## config.mk

```make
export PLATFORM = sky130hd
export DESIGN_NAME = timing_seq
export DESIGN_NICKNAME = d
export VERILOG_FILES = /design/src/rtl/tseq_pkg.sv /design/src/rtl/phase_div.sv /design/src/rtl/timing_seq.sv
export SDC_FILE = /design/constraint.sdc
export NUM_CORES = 1
export LEC_CHECK = 0
export ABC_AREA = 1
export CAP_MARGIN = 10
export CORE_MARGIN = 3
export CORE_UTILIZATION = 45
export CTS_CLUSTER_DIAMETER = 50
export DETAILED_ROUTE_END_ITERATION = 8
export PLACE_DENSITY = 0.85
export SLEW_MARGIN = 5
export SYNTH_ARGS = -nofsm -noshare
export SYNTH_HDL_FRONTEND = slang
export SYNTH_SLANG_ARGS = --single-unit
```

## constraint.sdc

```tcl
create_clock -name clk -period 3.1 [get_ports clk]
set_input_delay 0.31 -clock clk [delete_from_list [all_inputs] [get_ports clk]]
set_output_delay 0.31 -clock clk [all_outputs]
set_load 0.02 [all_outputs]
```

## src/rtl/tseq_pkg.sv

```systemverilog
// Shared types and constants for the timing_seq beat sequencer.
// Optional counter build is selected by TSEQ_CYCLE_CNT_EN (see timing_seq.sv).
package tseq_pkg;

    typedef enum logic {
        IDLE = 1'b0,
        RUN  = 1'b1
    } state_t;

    typedef enum logic [1:0] {
        PH_T1 = 2'd0,
        PH_T2 = 2'd1,
        PH_T3 = 2'd2,
        PH_T4 = 2'd3
    } phase_t;

    localparam logic [1:0] MODE_RUN   = 2'b00;
    localparam logic [1:0] MODE_USTEP = 2'b01;
    localparam logic [1:0] MODE_ISTEP = 2'b10;

    localparam int CNT_W = 16;

    // One strobe bit per phase: bit 0 is t1, bit 3 is t4.
    function automatic logic [3:0] phase_onehot(phase_t ph);
        return 4'b0001 << ph;
    endfunction

endpackage

```

## src/rtl/phase_div.sv

```systemverilog
// Modulo-T_LEN clock divider; tc marks the last clock of the current phase.
// Cleared by reset or by clr (sequencer entering RUN), counts only while en.
module phase_div #(
    parameter int T_LEN = 1
) (
    input  logic clk,
    input  logic nclr,
    input  logic clr,
    input  logic en,
    output logic tc
);

    logic [3:0] cnt_q;

    assign tc = (cnt_q == 4'(T_LEN - 1));

    // NOTE: clocked state uses non-blocking assignments so every flop samples
    // pre-edge values; blocking here would create order-dependent races.
    always_ff @(posedge clk) begin
        if (!nclr || clr) begin
            cnt_q <= 4'd0;
        end else if (en) begin
            cnt_q <= tc ? 4'd0 : cnt_q + 4'd1;
        end
    end

endmodule

```

## src/rtl/timing_seq.sv

```systemverilog
// Beat sequencer: four one-hot phase strobes t1..t4 with run/stop/step control.
// Define TSEQ_CYCLE_CNT_EN to build the 16-bit micro-cycle counter; otherwise ucycle_cnt is 0.
module timing_seq
    import tseq_pkg::*;
#(
    parameter int T_LEN = 1
) (
    input  logic             clk,
    input  logic             nclr,
    input  logic             start,
    input  logic             stop,
    input  logic [1:0]       mode,
    input  logic             p1,
    output logic             t1,
    output logic             t2,
    output logic             t3,
    output logic             t4,
    output logic             running,
    output logic             done,
    output logic [CNT_W-1:0] ucycle_cnt
);

    state_t     state_q, state_d;
    phase_t     phase_q, phase_d;
    logic       stop_q, stop_d;
    logic       done_d;
    logic       div_clr, div_en, div_tc;
    logic [3:0] t_q;
    logic       running_q, done_q;

    phase_div #(.T_LEN(T_LEN)) u_div (
        .clk  (clk),
        .nclr (nclr),
        .clr  (div_clr),
        .en   (div_en),
        .tc   (div_tc)
    );

    // NOTE: every signal written here gets a default first, so no path can
    // leave one unassigned and infer a latch.
    always_comb begin
        state_d = state_q;
        phase_d = phase_q;
        stop_d  = stop_q;
        done_d  = 1'b0;
        div_clr = 1'b0;
        div_en  = 1'b0;

        case (state_q)
            IDLE: begin
                if (start && !stop) begin
                    state_d = RUN;
                    phase_d = PH_T1;
                    div_clr = 1'b1;
                end
            end
            RUN: begin
                div_en = 1'b1;
                if (stop) stop_d = 1'b1;
                if (div_tc) begin
                    if (phase_q == PH_T4) begin
                        // Micro-cycle boundary: the only point where stop, mode and p1 act.
                        phase_d = PH_T1;
                        if (stop_q || stop || mode == MODE_USTEP ||
                            (mode == MODE_ISTEP && p1)) begin
                            state_d = IDLE;
                            stop_d  = 1'b0;
                            done_d  = 1'b1;
                        end
                    end else begin
                        phase_d = phase_t'(phase_q + 2'd1);
                    end
                end
            end
            default: state_d = IDLE;
        endcase
    end

    // Strobes are registered from the next-state decode, so they line up with
    // the state register without any input-to-output combinational path.
    always_ff @(posedge clk) begin
        if (!nclr) begin
            state_q   <= IDLE;
            phase_q   <= PH_T1;
            stop_q    <= 1'b0;
            t_q       <= 4'b0000;
            running_q <= 1'b0;
            done_q    <= 1'b0;
        end else begin
            state_q   <= state_d;
            phase_q   <= phase_d;
            stop_q    <= stop_d;
            t_q       <= (state_d == RUN) ? phase_onehot(phase_d) : 4'b0000;
            running_q <= (state_d == RUN);
            done_q    <= done_d;
        end
    end

    assign t1      = t_q[0];
    assign t2      = t_q[1];
    assign t3      = t_q[2];
    assign t4      = t_q[3];
    assign running = running_q;
    assign done    = done_q;

`ifdef TSEQ_CYCLE_CNT_EN
    logic             cyc_end;
    logic [CNT_W-1:0] cnt_q;

    assign cyc_end = (state_q == RUN) && (phase_q == PH_T4) && div_tc;

    always_ff @(posedge clk) begin
        if (!nclr) begin
            cnt_q <= '0;
        end else if (cyc_end) begin
            cnt_q <= cnt_q + CNT_W'(1);
        end
    end

    assign ucycle_cnt = cnt_q;
`else
    assign ucycle_cnt = '0;
`endif

endmodule

```

==> flow_summary_export.csv <==
group,metric,value,unit
critical_path,path_buf_inv,1,
run,cap_violations,0,
cells_and_area,drive_above_1_share,9.65,%
routing,wl_met1,533,microns
power_and_ir_drop,peakVddDrop,0.200,mV
clock_tree,htree_levels,1,
sta,max_clock_freq,0.522,GHz
critical_path,cp.arrival,1.61,ns
yosys,syn_area_per_cell,7.47,sq um
sta,hold_slack,0.513,ns
cells_and_area,diodes,0,
floorplan,die_area,2180,sq um
grt,grt_pass1_vias,519,
critical_path,max_stage_delay,0.70,ns
critical_path,reg2reg_slack,1.72,ns
sta,slew_viol_final,0,
clock_tree,clk_latency,0.28,ns
yosys,synth-seq-cells,13,
sta,timing.final.crit_period,1.92,ns
grt,overflow,0,
place,place.gp.congestion,0.852,
place,place_ws,1.51,ns
floorplan,initial_core_util,48.5,%
sta,finalHoldViolCount,0,
grt,grt_pass1_wl,2.01,mm
place,dpl.hpwl,1.10,mm
run_status,status,"finished, final reports clean",
routing,wl,1.36,mm
routing,first_iter_violations,5,
routing,route.vias.total,620,
routing,wl_met2,690,microns
clock_tree,cts_tree,"done",
clock_tree,ctsHoldBuffers,0,
cells_and_area,area_growth,12.7,%
critical_path,path_cells,"clkdlybuf4s50_1",
routing,wl_per_cell,10.5,microns
clock_tree,clk_pin_slew,0.08,ns
yosys,synth_area_leaders,"dfxtp_1 (35%), buf_4 (17%), nand2_1 (7.5%), nor2_1 (7.0%), inv_1 (6.0%)",
clock_tree,cts-root-buf,"clkbuf_4",
critical_path,slowest_stage,"clkdlybuf4s50_1",
routing,first_pass_iters,4,
sta,rsz0062_at_grt,"false",
power_and_ir_drop,leakage,0.000415,uW
routing,vias_per_cell,4.77,
yosys,synthDistinctLibCells,18,
clock_tree,numCtsBuffers,3,
critical_path,crit_family,"buffers and inverters",
sta,fin_crit_sh,61.8,%
floorplan,rows,14,
place,port_buffers,12,
clock_tree,post-cts-setup-buffers,0,
grt,grt_use_total,13.3,%
cells_and_area,final_nets,125,
sta,setup_viol,0,
yosys,netlist_area,747,sq um
power_and_ir_drop,power_density,406,nW/um^2
yosys,yosys.area.top_type,"dfxtp_1",
grt,antenna_found_initial,0,
sta,worst_clock_skew,0.000308,ns
yosys,ys_warn_count,0,
clock_tree,cts.sinks,13,
sta,tns,0,ns
critical_path,critPathMaxFanout,14,
yosys,seq_area_frac_synth,34.8,%
critical_path,cp-end-kind,"primary output",
floorplan,core,1540,sq um
routing,highest_layer,"met4",
clock_tree,cts.path.max_buffers,2,
critical_path,critical_path_class,"reg2out",
routing,drtAntennaViolNets,0,
clock_tree,cts-resized-gates,0,
floorplan,die_w,46.7,microns
critical_path,cp-start-kind,"register",
grt,grt_max_degree,15,
routing,drc,0,
floorplan,die_h,46.7,microns
hold_path,hp-class,"reg2reg",
yosys,syn_inst,100,
floorplan,io_pins,29,
sta,setup_ws,1.18,ns
yosys,synth_top_cell_area_share,34.8,%
critical_path,cp.required,2.79,ns
routing,wl_met3,112,microns
flip-flops by register name (all words and copies together) (netlist names):
| name | cells |
|---|---|
| done | 1 |
| phase_q | 2 |
| running | 1 |
| stop_q | 1 |
| t_q | 4 |
| u_div.cnt_q | 4 |
metrics by stage:
step / utilization, % / power, uW / cells / cell area [sq um]
final: 54.6 / 342 / 130 / 842
after global placement: 52.9 / 235 / 126 / 816
after CTS: 54.6 / 345 / 130 / 842
after detailed placement: 52.9 / 237 / 126 / 816
after global routing: 54.6 / 361 / 130 / 842
after floorplan: - / 235 / 115 / 803
layer usage:
metal	global-route usage, %	vias to the layer above
met3	3.45	3
met1	14.2	278
met5	0	-
li1	-	307
met4	8.29	0
met2	23.4	32
synth_stat cells:
cell type / instances
buf_4: 17
nand2_1: 15
nor2_1: 14
dfxtp_1: 13
inv_1: 12
nand3_1: 5
a21oi_1: 3
ha_1: 3
nor2_2: 3
o21ai_0: 3
nand2_2: 2
nand3_2: 2
nand4_1: 2
xor2_1: 2
a211oi_1: 1
conb_1: 1
nor3b_1: 1
o211ai_2: 1
logic make-up (layout without fill, tap and decap cells):
kind of cell / count (synthesis) / in the layout / share of synthesized area [%]
AOI/OAI and AO/OA: 8 / 8 / 6.70
xor gates and xnor gates: 2 / 2 / 2.35
adders and majority gates: 3 / 3 / 5.03
buffers and inverters: 29 / 28 / 23.1
DFF: 13 / 13 / 34.8
other: 1 / 16 / 0.502
and+or+nand+nor: 44 / 44 / 27.5
power by group:
part | internal (uW) | total, uW | leakage (uW) | switching (uW)
clock | 50.0 | 108 | 0.0000150 | 57.9
sequential | 172 | 178 | 0.000106 | 5.87
combinational | 18.8 | 56.2 | 0.000294 | 37.4
total | 241 | 342 | 0.000415 | 101
final cells by class:
type | instances | area (sq um)
multi-input cells | 73 | 370
inverters | 12 | 45.0
well taps | 16 | 20.0
repair buffers | 12 | 120
fillers | 150 | 699
clock buffers | 4 | 26.3
flip-flops and latches | 13 | 260
placed cells by master (no fill, tap or decap):
| cell type | n |
|---|---|
| xor2_1 | 2 |
| nor3b_1 | 1 |
| nand2_2 | 2 |
| o21ai_0 | 3 |
| nor2_1 | 14 |
| nand2_1 | 15 |
| a211oi_1 | 1 |
| dfxtp_1 | 13 |
| clkbuf_4 | 3 |
| conb_1 | 16 |
| nand4_1 | 2 |
| o211ai_2 | 1 |
| nand3_1 | 5 |
| clkdlybuf4s50_1 | 12 |
| a21oi_1 | 3 |
| nand3_2 | 2 |
| clkbuf_1 | 1 |
| ha_1 | 3 |
| inv_1 | 12 |
| nor2_2 | 3 |
final timing paths:
kind / depth (start not counted) / end / from
setup / recovery: 1 / running / running
hold / removal: 2 / u_div.cnt_q[0] / u_div.cnt_q[0]
setup reg to reg: 6 / t_q[2] / running
hold reg to reg: 2 / u_div.cnt_q[0] / u_div.cnt_q[0]
Note: power is estimated with default switching activity, not from simulation.
